File: config.mk
export PLATFORM = sky130hd
export DESIGN_NAME = bit_serializer
export DESIGN_NICKNAME = d
export VERILOG_FILES = /design/src/rtl/bit_serializer.sv
export SDC_FILE = /design/constraint.sdc
export NUM_CORES = 1
export LEC_CHECK = 0
export BUFFER_PORTS_ARGS = -buffer_cell sky130_fd_sc_hd__buf_4
export CORE_ASPECT_RATIO = 0.6
export CORE_UTILIZATION = 50
export CTS_BUF_LIST = sky130_fd_sc_hd__clkbuf_8
export CTS_CLUSTER_SIZE = 12
export DETAILED_ROUTE_END_ITERATION = 8
export GPL_ROUTABILITY_DRIVEN = 1
export GPL_TIMING_DRIVEN = 0
export PLACE_DENSITY = 0.69
export SYNTH_ARGS = -nofsm -noshare
export SYNTH_HDL_FRONTEND = slang
export SYNTH_SLANG_ARGS = --single-unit
File: constraint.sdc
create_clock -name clk -period 3.4 [get_ports clk]
set_input_delay 0.17 -clock clk [delete_from_list [all_inputs] [get_ports clk]]
set_output_delay 0.17 -clock clk [all_outputs]
set_load 0.01 [all_outputs]
File: src/rtl/bit_serializer.sv
`timescale 1ns/1ps
// bit_serializer
//   Parallel-to-serial front end for the serial sequence detector. WIDTH-bit
//   words arrive over a valid/ready handshake, are buffered in a DEPTH-entry
//   FIFO and are shifted out one bit per clock on dout. Between words the line
//   sits at IDLE_BIT, optionally with IDLE_GAP idle cycles after every word.
//
// Ports
//   clk        in   clock, all state on posedge
//   rst_n      in   asynchronous active-low reset
//   data_in    in   word to serialize
//   data_valid in   data_in valid
//   data_ready out  FIFO can accept a word (count < DEPTH, and not in reset)
//   dout       out  registered serial bit (detector din)
//   dout_valid out  dout carries a data bit rather than idle/gap
//   word_done  out  high while the last bit of a word is on dout
//   fifo_count out  registered FIFO occupancy
module bit_serializer #(
  parameter int unsigned WIDTH     = 8,
  parameter int unsigned DEPTH     = 4,
  parameter bit          MSB_FIRST = 1'b1,
  parameter bit          IDLE_BIT  = 1'b1,
  parameter int unsigned IDLE_GAP  = 0
) (
  input  logic                       clk,
  input  logic                       rst_n,
  input  logic [WIDTH-1:0]           data_in,
  input  logic                       data_valid,
  output logic                       data_ready,
  output logic                       dout,
  output logic                       dout_valid,
  output logic                       word_done,
  output logic [$clog2(DEPTH+1)-1:0] fifo_count
);

  localparam int unsigned AW = $clog2(DEPTH);
  localparam int unsigned CW = $clog2(DEPTH+1);
  localparam int unsigned BW = $clog2(WIDTH);
  localparam logic [7:0]  GAP_INIT = 8'((IDLE_GAP == 0) ? 0 : IDLE_GAP - 1);

  typedef enum logic [1:0] {
    IDLE,
    SHIFT,
    GAP
  } state_e;

  // FIFO
  logic [WIDTH-1:0] mem_q [DEPTH];
  logic [AW-1:0]    wr_ptr_q, rd_ptr_q;
  logic [CW-1:0]    count_q, count_d;
  logic             push, pop;

  // Shifter / FSM
  state_e           state_q, state_d;
  logic [WIDTH-1:0] shreg_q, shreg_d;
  logic [BW-1:0]    bit_cnt_q, bit_cnt_d;
  logic [7:0]       gap_cnt_q, gap_cnt_d;
  logic             dout_q, dout_d;
  logic             dout_valid_q, dout_valid_d;
  logic             do_load;
  logic [WIDTH-1:0] head;

  function automatic logic first_bit(input logic [WIDTH-1:0] w);
    return MSB_FIRST ? w[WIDTH-1] : w[0];
  endfunction

  function automatic logic [WIDTH-1:0] shift_word(input logic [WIDTH-1:0] w);
    return MSB_FIRST ? (w << 1) : (w >> 1);
  endfunction

  assign data_ready = (count_q < CW'(DEPTH)) && rst_n;
  assign push       = data_valid && data_ready;
  assign count_d    = count_q + CW'(push) - CW'(pop);
  assign head       = mem_q[rd_ptr_q];

  always_ff @(posedge clk) begin
    if (push) mem_q[wr_ptr_q] <= data_in;
  end

  // Pointers wrap naturally because DEPTH is a power of two.
  always_ff @(posedge clk or negedge rst_n) begin
    if (!rst_n) begin
      wr_ptr_q <= '0;
      rd_ptr_q <= '0;
      count_q  <= '0;
    end else begin
      if (push) wr_ptr_q <= wr_ptr_q + AW'(1);
      if (pop)  rd_ptr_q <= rd_ptr_q + AW'(1);
      count_q <= count_d;
    end
  end

  // Loading a word puts its first bit on dout in the same edge that pops it;
  // shreg then holds only the bits still to be sent.
  always_comb begin
    state_d      = state_q;
    shreg_d      = shreg_q;
    bit_cnt_d    = bit_cnt_q;
    gap_cnt_d    = gap_cnt_q;
    dout_d       = IDLE_BIT;
    dout_valid_d = 1'b0;
    do_load      = 1'b0;
    pop          = 1'b0;

    unique case (state_q)
      IDLE: begin
        if (count_q != '0) do_load = 1'b1;
      end
      SHIFT: begin
        if (bit_cnt_q != '0) begin
          dout_d       = first_bit(shreg_q);
          dout_valid_d = 1'b1;
          shreg_d      = shift_word(shreg_q);
          bit_cnt_d    = bit_cnt_q - BW'(1);
        end else if (IDLE_GAP == 0 && count_q != '0) begin
          do_load = 1'b1;
        end else if (IDLE_GAP > 0) begin
          state_d   = GAP;
          gap_cnt_d = GAP_INIT;
        end else begin
          state_d = IDLE;
        end
      end
      GAP: begin
        // The last gap cycle doubles as the IDLE check so the gap is exact.
        if (gap_cnt_q != '0) begin
          gap_cnt_d = gap_cnt_q - 8'd1;
        end else if (count_q != '0) begin
          do_load = 1'b1;
        end else begin
          state_d = IDLE;
        end
      end
      default: state_d = IDLE;
    endcase

    if (do_load) begin
      pop          = 1'b1;
      shreg_d      = shift_word(head);
      dout_d       = first_bit(head);
      dout_valid_d = 1'b1;
      bit_cnt_d    = BW'(WIDTH - 1);
      state_d      = SHIFT;
    end
  end

  always_ff @(posedge clk or negedge rst_n) begin
    if (!rst_n) begin
      state_q      <= IDLE;
      shreg_q      <= '0;
      bit_cnt_q    <= '0;
      gap_cnt_q    <= '0;
      dout_q       <= IDLE_BIT;
      dout_valid_q <= 1'b0;
    end else begin
      state_q      <= state_d;
      shreg_q      <= shreg_d;
      bit_cnt_q    <= bit_cnt_d;
      gap_cnt_q    <= gap_cnt_d;
      dout_q       <= dout_d;
      dout_valid_q <= dout_valid_d;
    end
  end

  assign dout       = dout_q;
  assign dout_valid = dout_valid_q;
  assign word_done  = (state_q == SHIFT) && (bit_cnt_q == '0);
  assign fifo_count = count_q;

endmodule

* Yosys cells after proc, flatten, opt, wreduce, memory -nomap -nowiden
Memories as Yosys holds them, arrays and structs flattened. Cells that the tools add are included.
Storage, ports and cells: bits in writable memories 32, bits in registers 30, ROM bits 0, bits in latches 0, output and inout bits 7, input port bits 11, logic and storage cells 59, memories 1
Memory list:
- mem_q | words 4, bits a word 8, rd ports 1, clocked after memory_dff 0, write ports 1, RTL line 48 | logic [WIDTH-1:0] mem_q [DEPTH];
Cells by class: shift-type cells 0, add/subtract/negate cells 6, muxes and demuxes 24, order comparisons 1, bitwise operators 0, $mul 0, divide/modulo/power cells 0, reductions and logical operators 13, equality and inequality tests 5
Operators by type and width (number):
- $mux W8 | 3
- $mux W1 | 12
- $mux W3 | 3
- $mux W2 | 4
- $reduce_bool A8 Y1 | 1
- $sub A8 B1 Y8 const B | 1
- $ne A3 B3 Y1 const B | 2
- $pmux W2 S3 | 1
- $reduce_bool A3 Y1 | 2
- $add A2 B1 Y2 const B | 2
- $reduce_and A2 Y1 | 2
- $reduce_bool A2 Y1 | 2
- $add A3 B1 Y3 | 1
- $logic_and A1 B1 Y1 | 3
- $logic_not A3 Y1 | 1
- $lt A3 B3 Y1 const B | 1
- $pmux W1 S3 | 1
- $reduce_and A3 Y1 | 1
- $sub A3 B1 Y3 | 1
- $sub A3 B1 Y3 const B | 1
- $eq A2 B1 Y1 const B | 1
- $eq A2 B2 Y1 const B | 1
- $logic_not A2 Y1 | 1
- $ne A2 B2 Y1 const B | 1

* Depth between registers and ports, before layout
Gate-level depths: netlist (run 1).
depth in word-level cells 6, mapped depth 12

* Worst setup path after synthesis (run 1)
OpenSTA, ideal clock, no wires.
kind reg2reg, start point register bit_cnt_q[0], end point register count_q[2], in the netlist fifo_count[2], cell stages (with the launch flop) 13, data arrival time 2.129 ns, library setup time 0.129 ns, period minus slack after synthesis 2.258 ns, slack 1.142 ns, buffers on the path 2, cells stage by stage dfrtp_1 inv_1 ha_1 nand2b_1 buf_4 a21oi_1 buf_4 xor2_1 ha_1 inv_1 fa_1 xnor2_1 xnor2_1
Between the ends: word-level cells in the longest chain between the ends 5
RTL lines:
- start, declared | RTL line 56 | logic [BW-1:0] bit_cnt_q, bit_cnt_d;
- start signal, assigned | RTL line 158 | bit_cnt_q <= bit_cnt_d;
- $reduce_bool A3 Y1 | RTL line 110 | if (bit_cnt_q != '0) begin
- $mux W1 | RTL line 110
- $pmux W1 S3 | RTL line 105 | unique case (state_q)
- $mux W1 | RTL line 137 | if (do_load) begin
- $sub A3 B1 Y3 | RTL line 73 | assign count_d = count_q + CW'(push) - CW'(pop);
- net count_d[2] | RTL line 50 | logic [CW-1:0] count_q, count_d;
- end signal, assigned | RTL line 89 | count_q <= count_d;
- end, declared | RTL line 50
The timed path passes the listed nets, and every way through them passes these cells. A chain may end at the register's enable or synchronous reset.

* Worst setup path in the final report (run 1)
start point input rst_n, end point register count_q[2], in the netlist fifo_count[2]
Between the ends: word-level cells in the longest chain between the ends 4
RTL lines:
- start, declared | RTL line 26 | input logic rst_n,
- $logic_and A1 B1 Y1 | RTL line 71 | assign data_ready = (count_q < CW'(DEPTH)) && rst_n;
- $logic_and A1 B1 Y1 | RTL line 72 | assign push = data_valid && data_ready;
- $add A3 B1 Y3 | RTL line 73
- $sub A3 B1 Y3 | RTL line 73
- net count_d[2] | RTL line 50
The timed path passes the listed nets, and every way through them passes these cells.

==> impl_metrics.yaml, run 1 <==
drt:
  met2_length_um: 1670
  wire_per_inst_um: 17.0
  m1WireLength_um: 1760
  dr.pass1.iters: 4
  highest_layer: "met4"
  routed-wl-met3_um: 149
  dr_total_vias: 1169
  drt-initial-drc-count: 88
  drt-vias-per-instance: 5.46
  routed_wl_um: 3630
  drtAntennaViolNets: 0
  drc: 0
floorplanning:
  dieHeight_um: 53.0
  fp-row-count: 18
  dieArea_mm2: 0.00460
  initial_core_util_pct: 52.5
  core_area_mm2: 0.00412
  die_w_um: 86.9
  io_pins: 18
sta:
  tightest_slew_ns: 0.438
  slew_headroom_pct: 70.8
  period_minus_slack_ns: 2.51
  fin_skew_ns: 0.00278
  finalSetupViolations: 0
  finalHoldViolCount: 0
  whs_ns: 0.0693
  fin_tns_setup_ns: 0
  drv_slew: 0
  fin_crit_sh_pct: 73.9
  max_freq_mhz: 398
  rsz0062_at_grt: "false"
pwr:
  power_switching_w: 0.000564
  leakagePower_nw: 0.997
  power.density_mw_per_mm2: 744
  p_int_w: 0.00126
  p_comb_share_pct: 34.3
  finalPower_w: 0.00183
  p_clk_share_pct: 17.6
  ir_worst_vdd_v: 0.000369
  p_seq_share_pct: 48.1
  swShare_pct: 30.9
finish:
  syn_to_final_growth_pct: 13.5
  drive_above_1_share_pct: 27.3
  fin_util_pct: 59.6
  diodes: 0
  fin_area_mm2: 0.00246
  fin_nets: 172
setup_path:
  cp-end-kind: "flip-flop"
  cp.arrival_ns: 2.69
  cpPeakStageDelay_ns: 0.53
  critPathMaxFanout: 21
  required_ns: 3.58
  cp_slowest_cell: "dlygate4sd3_1"
  startpoint_type: "primary input"
  critPathKind: "in2reg"
  critical_path.cell_chain: "dlygate4sd3_1, buf_4, nor2b_1, and2_1, buf_2, xor2_1, ha_1, inv_1, fa_1, xnor2_1, xnor2_1"
  crit_top_cell: "xnor2_1"
yosys:
  yosysUniqueCellTypes: 29
  syn_nets: 147
  synthCells: 128
  synth_seq_cells: 52
  yosysWarnings: 0
  syn_avg_cell_area_um2: 16.9
  seq_area_frac_synth_pct: 67.6
  synthesis.area_mm2: 0.00216
global_routing:
  grt_pass1_vias: 1156
  antenna_found_initial: 0
  grt_max_degree: 22
  grt.overflow.total: 0
  grt_pass1_wl_um: 5930
  grt_util_all_layers_pct: 18.6
place:
  detailed_place_hpwl_um: 2570
  gp_congestion: 0.730
  dpl-instance-area_mm2: 0.00237
  numPortBuffers: 17
status:
  status: "completed"
job:
  cap_violations: 0
clock_network:
  clkTransAtPathRegs_ns: 0.08
  numCtsBuffers: 5
  h-tree-depth: 2
  clockRootBuffer: "clkbuf_8"
  clock_latency_ns: 0.30
  cts_tree: "done"
  cts.sinks: 52
  clk_path_buf_depth: 2
  postCtsSetupBuffers: 0
hold_path:
  hp-class: "in2reg"
-- per-layer routing --
metal / vias up / GRT usage, %
met5: - / 0
met2: 29 / 26.1
met4: 0 / 7.78
met3: 4 / 6.08
met1: 607 / 26.5
li1: 529 / -
-- worst max-delay path, delay by kind of cell --
kind,cells,cell delay [ns]
and+or+nand+nor,2,0.56
adders and majority gates,2,0.54
xor gates and xnor gates,3,0.43
buffers and inverters,4,0.99
-- synth_stat cells, drive strengths merged --
cell    instances  area [um2]
a21oi           5        36.3
a221o           6        60.1
a22o            1        8.76
a32oi           1        8.76
and2            1        6.26
and3           10        62.6
buf             5        42.5
clkbuf          2        10.0
dfrtp          19         475
dfstp           1        26.3
edfxtp         32         961
fa              1        20.0
ha              7        87.6
inv            10        37.5
mux2            1        11.3
mux4            8         180
nand2b          1        6.26
nor2            1        3.75
nor2b           3        18.8
nor3            4        20.0
o211ai          1        7.51
o22a            1        8.76
or3             1        11.3
xnor2           4        35.0
xor2            2        17.5
-- state kept, by name, indices dropped and copies added, names as in the netlist --
name,cells
wr_ptr_q,2
bit_cnt_q,3
rd_ptr_q,2
dout,1
shreg_q,7
dout_valid,1
mem_q,32
fifo_count,3
state_q,1
-- cells in the final DEF, fill, tap and decap left out, types with 5 or more instances in the layout --
| master | n |
|---|---|
| edfxtp_1 | 32 |
| buf_4 | 19 |
| dfrtp_1 | 19 |
| inv_1 | 11 |
| and3_1 | 10 |
| mux4_2 | 8 |
| ha_1 | 7 |
| a221o_1 | 6 |
| clkbuf_8 | 5 |
-- kinds of logic (layout without fill, tap and decap cells) --
| group | Yosys count | in the layout | synth area share [%] |
|---|---|---|---|
| AO/OA/AOI/OAI | 15 | 15 | 6.02 |
| buffers and inverters | 17 | 43 | 4.16 |
| multiplexers | 9 | 9 | 8.85 |
| AND/OR/NAND/NOR | 21 | 21 | 5.96 |
| XOR/XNOR | 6 | 6 | 2.43 |
| adder cells (fa/ha/maj) | 8 | 8 | 4.97 |
| flip-flops | 52 | 52 | 67.6 |
-- what timing repair did --
item                                   4_1_cts  5_1_grt
endpoints found under the hold margin       19        0
hold buffers                                 1        0
resized for setup                            0        0
-- through the flow --
stage                     setup WS [ns]  instances
after detailed placement          0.903        205
after floorplan                    1.14        128
after CTS                         0.871        214
after global placement             1.03        205
final                             0.889        214
after global routing              0.680        214
-- power groups by stage --
stage,clock network [W],logic [W],registers [W]
2_1_floorplan,0,0.000450,0.000883
3_3_place_gp,0,0.000602,0.000883
3_5_place_dp,0,0.000633,0.000893
4_1_cts,0.000328,0.000635,0.000880
5_1_grt,0.000358,0.000702,0.000900
6_report,0.000321,0.000627,0.000880
-- path summary, 6_finish.rpt --
path	slack (ns)	cells past startpoint	startpoint	to
max in group asynchronous	2.85	2	rst_n	dout
worst max register to register	0.90	12	bit_cnt_q[0]	fifo_count[2]
min in group asynchronous	0.28	2	rst_n	shreg_q[5]
worst min register to register	0.50	1	shreg_q[1]	shreg_q[1]
worst min-delay path	0.07	1	data_in[7]	mem_q[3][7]
worst max-delay path	0.89	11	rst_n	fifo_count[2]
-- area by class of cell --
type / count / area [um2]
Multi-Input combinational cell: 59 / 611
Clock buffer: 5 / 68.8
Tap cell: 60 / 75.1
Clock inverter: 3 / 11.3
Sequential cell: 52 / 1460
Timing Repair Buffer: 18 / 138
Buffer: 7 / 52.6
Fill cell: 327 / 1670
Inverter: 10 / 37.5
Note: power is estimated with default switching activity, not from simulation.
==> run 2, diff against run 1 <==
==> constraint.sdc (replaced) <==
create_clock -name clk -period 2.5 [get_ports clk]
set_input_delay 0.125 -clock clk [delete_from_list [all_inputs] [get_ports clk]]
set_output_delay 0.125 -clock clk [all_outputs]
set_load 0.01 [all_outputs]
==> run 2 against run 1 <==
  * Combinational power up 41%
  * Sequential cell count unchanged
  * Routed wire length up 0.19%
  * Clock skew about the same
  * Via count down 1.2%
  * Clock power up 37%
  * Sequential power up 36%
  * Utilization up 0.76 points
  * Final area up 1.3%
  * Non-clock buffer count up 1
  * Critical endpoint unchanged
==> impl_metrics.yaml, run 2 (synthesized netlist as in run 1, its figures left out) <==
status:
  status: "completed"
clock_network:
  cts_tree: "done"
  clockRootBuffer: "clkbuf_8"
  numCtsBuffers: 5
  cts.sinks: 52
  clk_path_buf_depth: 2
  h-tree-depth: 2
  clkTransAtPathRegs_ns: 0.09
  clock_latency_ns: 0.30
finish:
  reg_top3: "mem_q (32), shreg_q (7)"
  fin_nets: 173
  fin_area_mm2: 0.00249
  fin_cells: 215
  nFillCells: 321
  largest_reg_flops: 32
  regMostFlops: "mem_q"
  syn_to_final_growth_pct: 15.0
  drive_above_1_share_pct: 30.3
  regArea_mm2: 0.00146
  layout_commonest_cell: "edfxtp_1"
  most-common-layout-cells: "edfxtp_1 (32), buf_4 (20), dfrtp_1 (19), inv_1 (10), and3_1 (10)"
  diodes: 0
  multi_input_area_um2: 634
place:
  dpl.cell_count: 205
  numPortBuffers: 17
  gp_congestion: 0.730
  dpl-instance-area_mm2: 0.00237
  detailed_place_hpwl_um: 2570
global_routing:
  grt.overflow.total: 0
  grt_util_all_layers_pct: 18.7
  grt_pass1_wl_um: 5970
  grt_pass1_vias: 1168
  grt_max_degree: 22
  antenna_found_initial: 0
setup_path:
  critPathMaxFanout: 10
  cp-end-kind: "flip-flop"
  startpoint_type: "flip-flop"
  cp.arrival_ns: 2.50
  required_ns: 2.69
  cp_slowest_cell: "dfrtp_1"
  critical_path.cell_chain: "inv_1, ha_4, nand2b_1, buf_4, a21oi_2, buf_4, xor2_1, ha_1, inv_1, fa_1, xnor2_1, xnor2_1"
  critPathKind: "reg2reg"
  cpPeakStageDelay_ns: 0.38
drt:
  wire_per_inst_um: 16.9
  drt-vias-per-instance: 5.37
  drc: 0
  routed_wl_um: 3640
  dr_total_vias: 1155
  dr.pass1.iters: 4
  routed-wl-met3_um: 148
  drt-initial-drc-count: 76
  highest_layer: "met4"
  drtAntennaViolNets: 0
  met2_length_um: 1650
  m1WireLength_um: 1760
floorplanning:
  core_area_mm2: 0.00412
  io_pins: 18
  fp-row-count: 18
  dieArea_mm2: 0.00460
  initial_core_util_pct: 52.5
  dieHeight_um: 53.0
  die_w_um: 86.9
sta:
  slew_headroom_pct: 71.1
  finalSetupViolations: 0
  period_minus_slack_ns: 2.32
  rsz0062_at_grt: "false"
  fin_crit_sh_pct: 92.7
  tightest_slew_ns: 0.433
  whs_ns: 0.0217
  drv_slew: 0
  fin_skew_ns: 0.00298
  fin_tns_setup_ns: 0
  max_freq_mhz: 432
  finalHoldViolCount: 0
hold_path:
  hp-class: "in2reg"
pwr:
  leakagePower_nw: 1.01
  finalPower_w: 0.00253
  ir_worst_vdd_v: 0.000533
  power.density_mw_per_mm2: 1020
job:
  cap_violations: 0
run 2: what timing repair did:
| item | 4_1_cts | 5_1_grt |
|---|---|---|
| endpoints found under the setup margin | 1 | 2 |
| hold buffers | 1 | 0 |
| hold endpoints to repair | 20 | 0 |
| setup buffers | 1 | 0 |
| cloned | 0 | 0 |
| gates resized for setup | 0 | 6 |
run 2: layout make-up:
type / count / area share [%]
Clock inverter: 3 / 0.453
Tap cell: 60 / 3.02
Timing Repair Buffer: 19 / 5.83
Multi-Input combinational cell: 59 / 25.5
Buffer: 7 / 2.11
Clock buffer: 5 / 2.77
Sequential cell: 52 / 58.8
Inverter: 10 / 1.51
run 2: final timing paths:
check	startpoint	to	slack [ns]	cells after the start
worst max-delay path	bit_cnt_q[1]	fifo_count[2]	0.18	12
worst min-delay path	data_in[0]	mem_q[2][0]	0.02	1
worst max register to register	bit_cnt_q[1]	fifo_count[2]	0.18	12
worst min register to register	shreg_q[1]	shreg_q[1]	0.50	1
max in group asynchronous	rst_n	dout	1.99	2
min in group asynchronous	rst_n	shreg_q[5]	0.24	2
run 2: routing by layer:
| metal | track usage [%] | vias to the layer above |
|---|---|---|
| met1 | 26.8 | 587 |
| met2 | 26.1 | 26 |
| met4 | 8.06 | 0 |
| met5 | 0 | - |
| li1 | - | 533 |
| met3 | 6.24 | 9 |
run 2: worst max-delay path: cells and delay by family, from the launching register on:
kind                       cells  cell delay (ns)
and+or+nand+nor                1             0.05
adders and majority gates      3             0.70
buffers and inverters          4             0.49
AOI/OAI and AO/OA              1             0.16
DFF                            1             0.38
xor gates and xnor gates       3             0.43
run 2: power breakdown:
part / internal [W] / total (W) / switching (W)
Sequential: 0.00109 / 0.00120 / 0.000110
Clock: 0.000187 / 0.000439 / 0.000252
Combinational: 0.000462 / 0.000884 / 0.000422
run 2: per-stage QoR:
| stage | setup WS, ns | util [%] |
|---|---|---|
| global route | 0.0100 | 60.4 |
| global placement | 0.134 | 57.4 |
| finish | 0.184 | 60.4 |
| CTS | 0.0164 | 59.8 |
| floorplan | 0.242 | - |
| detailed placement | 0.00284 | 57.4 |
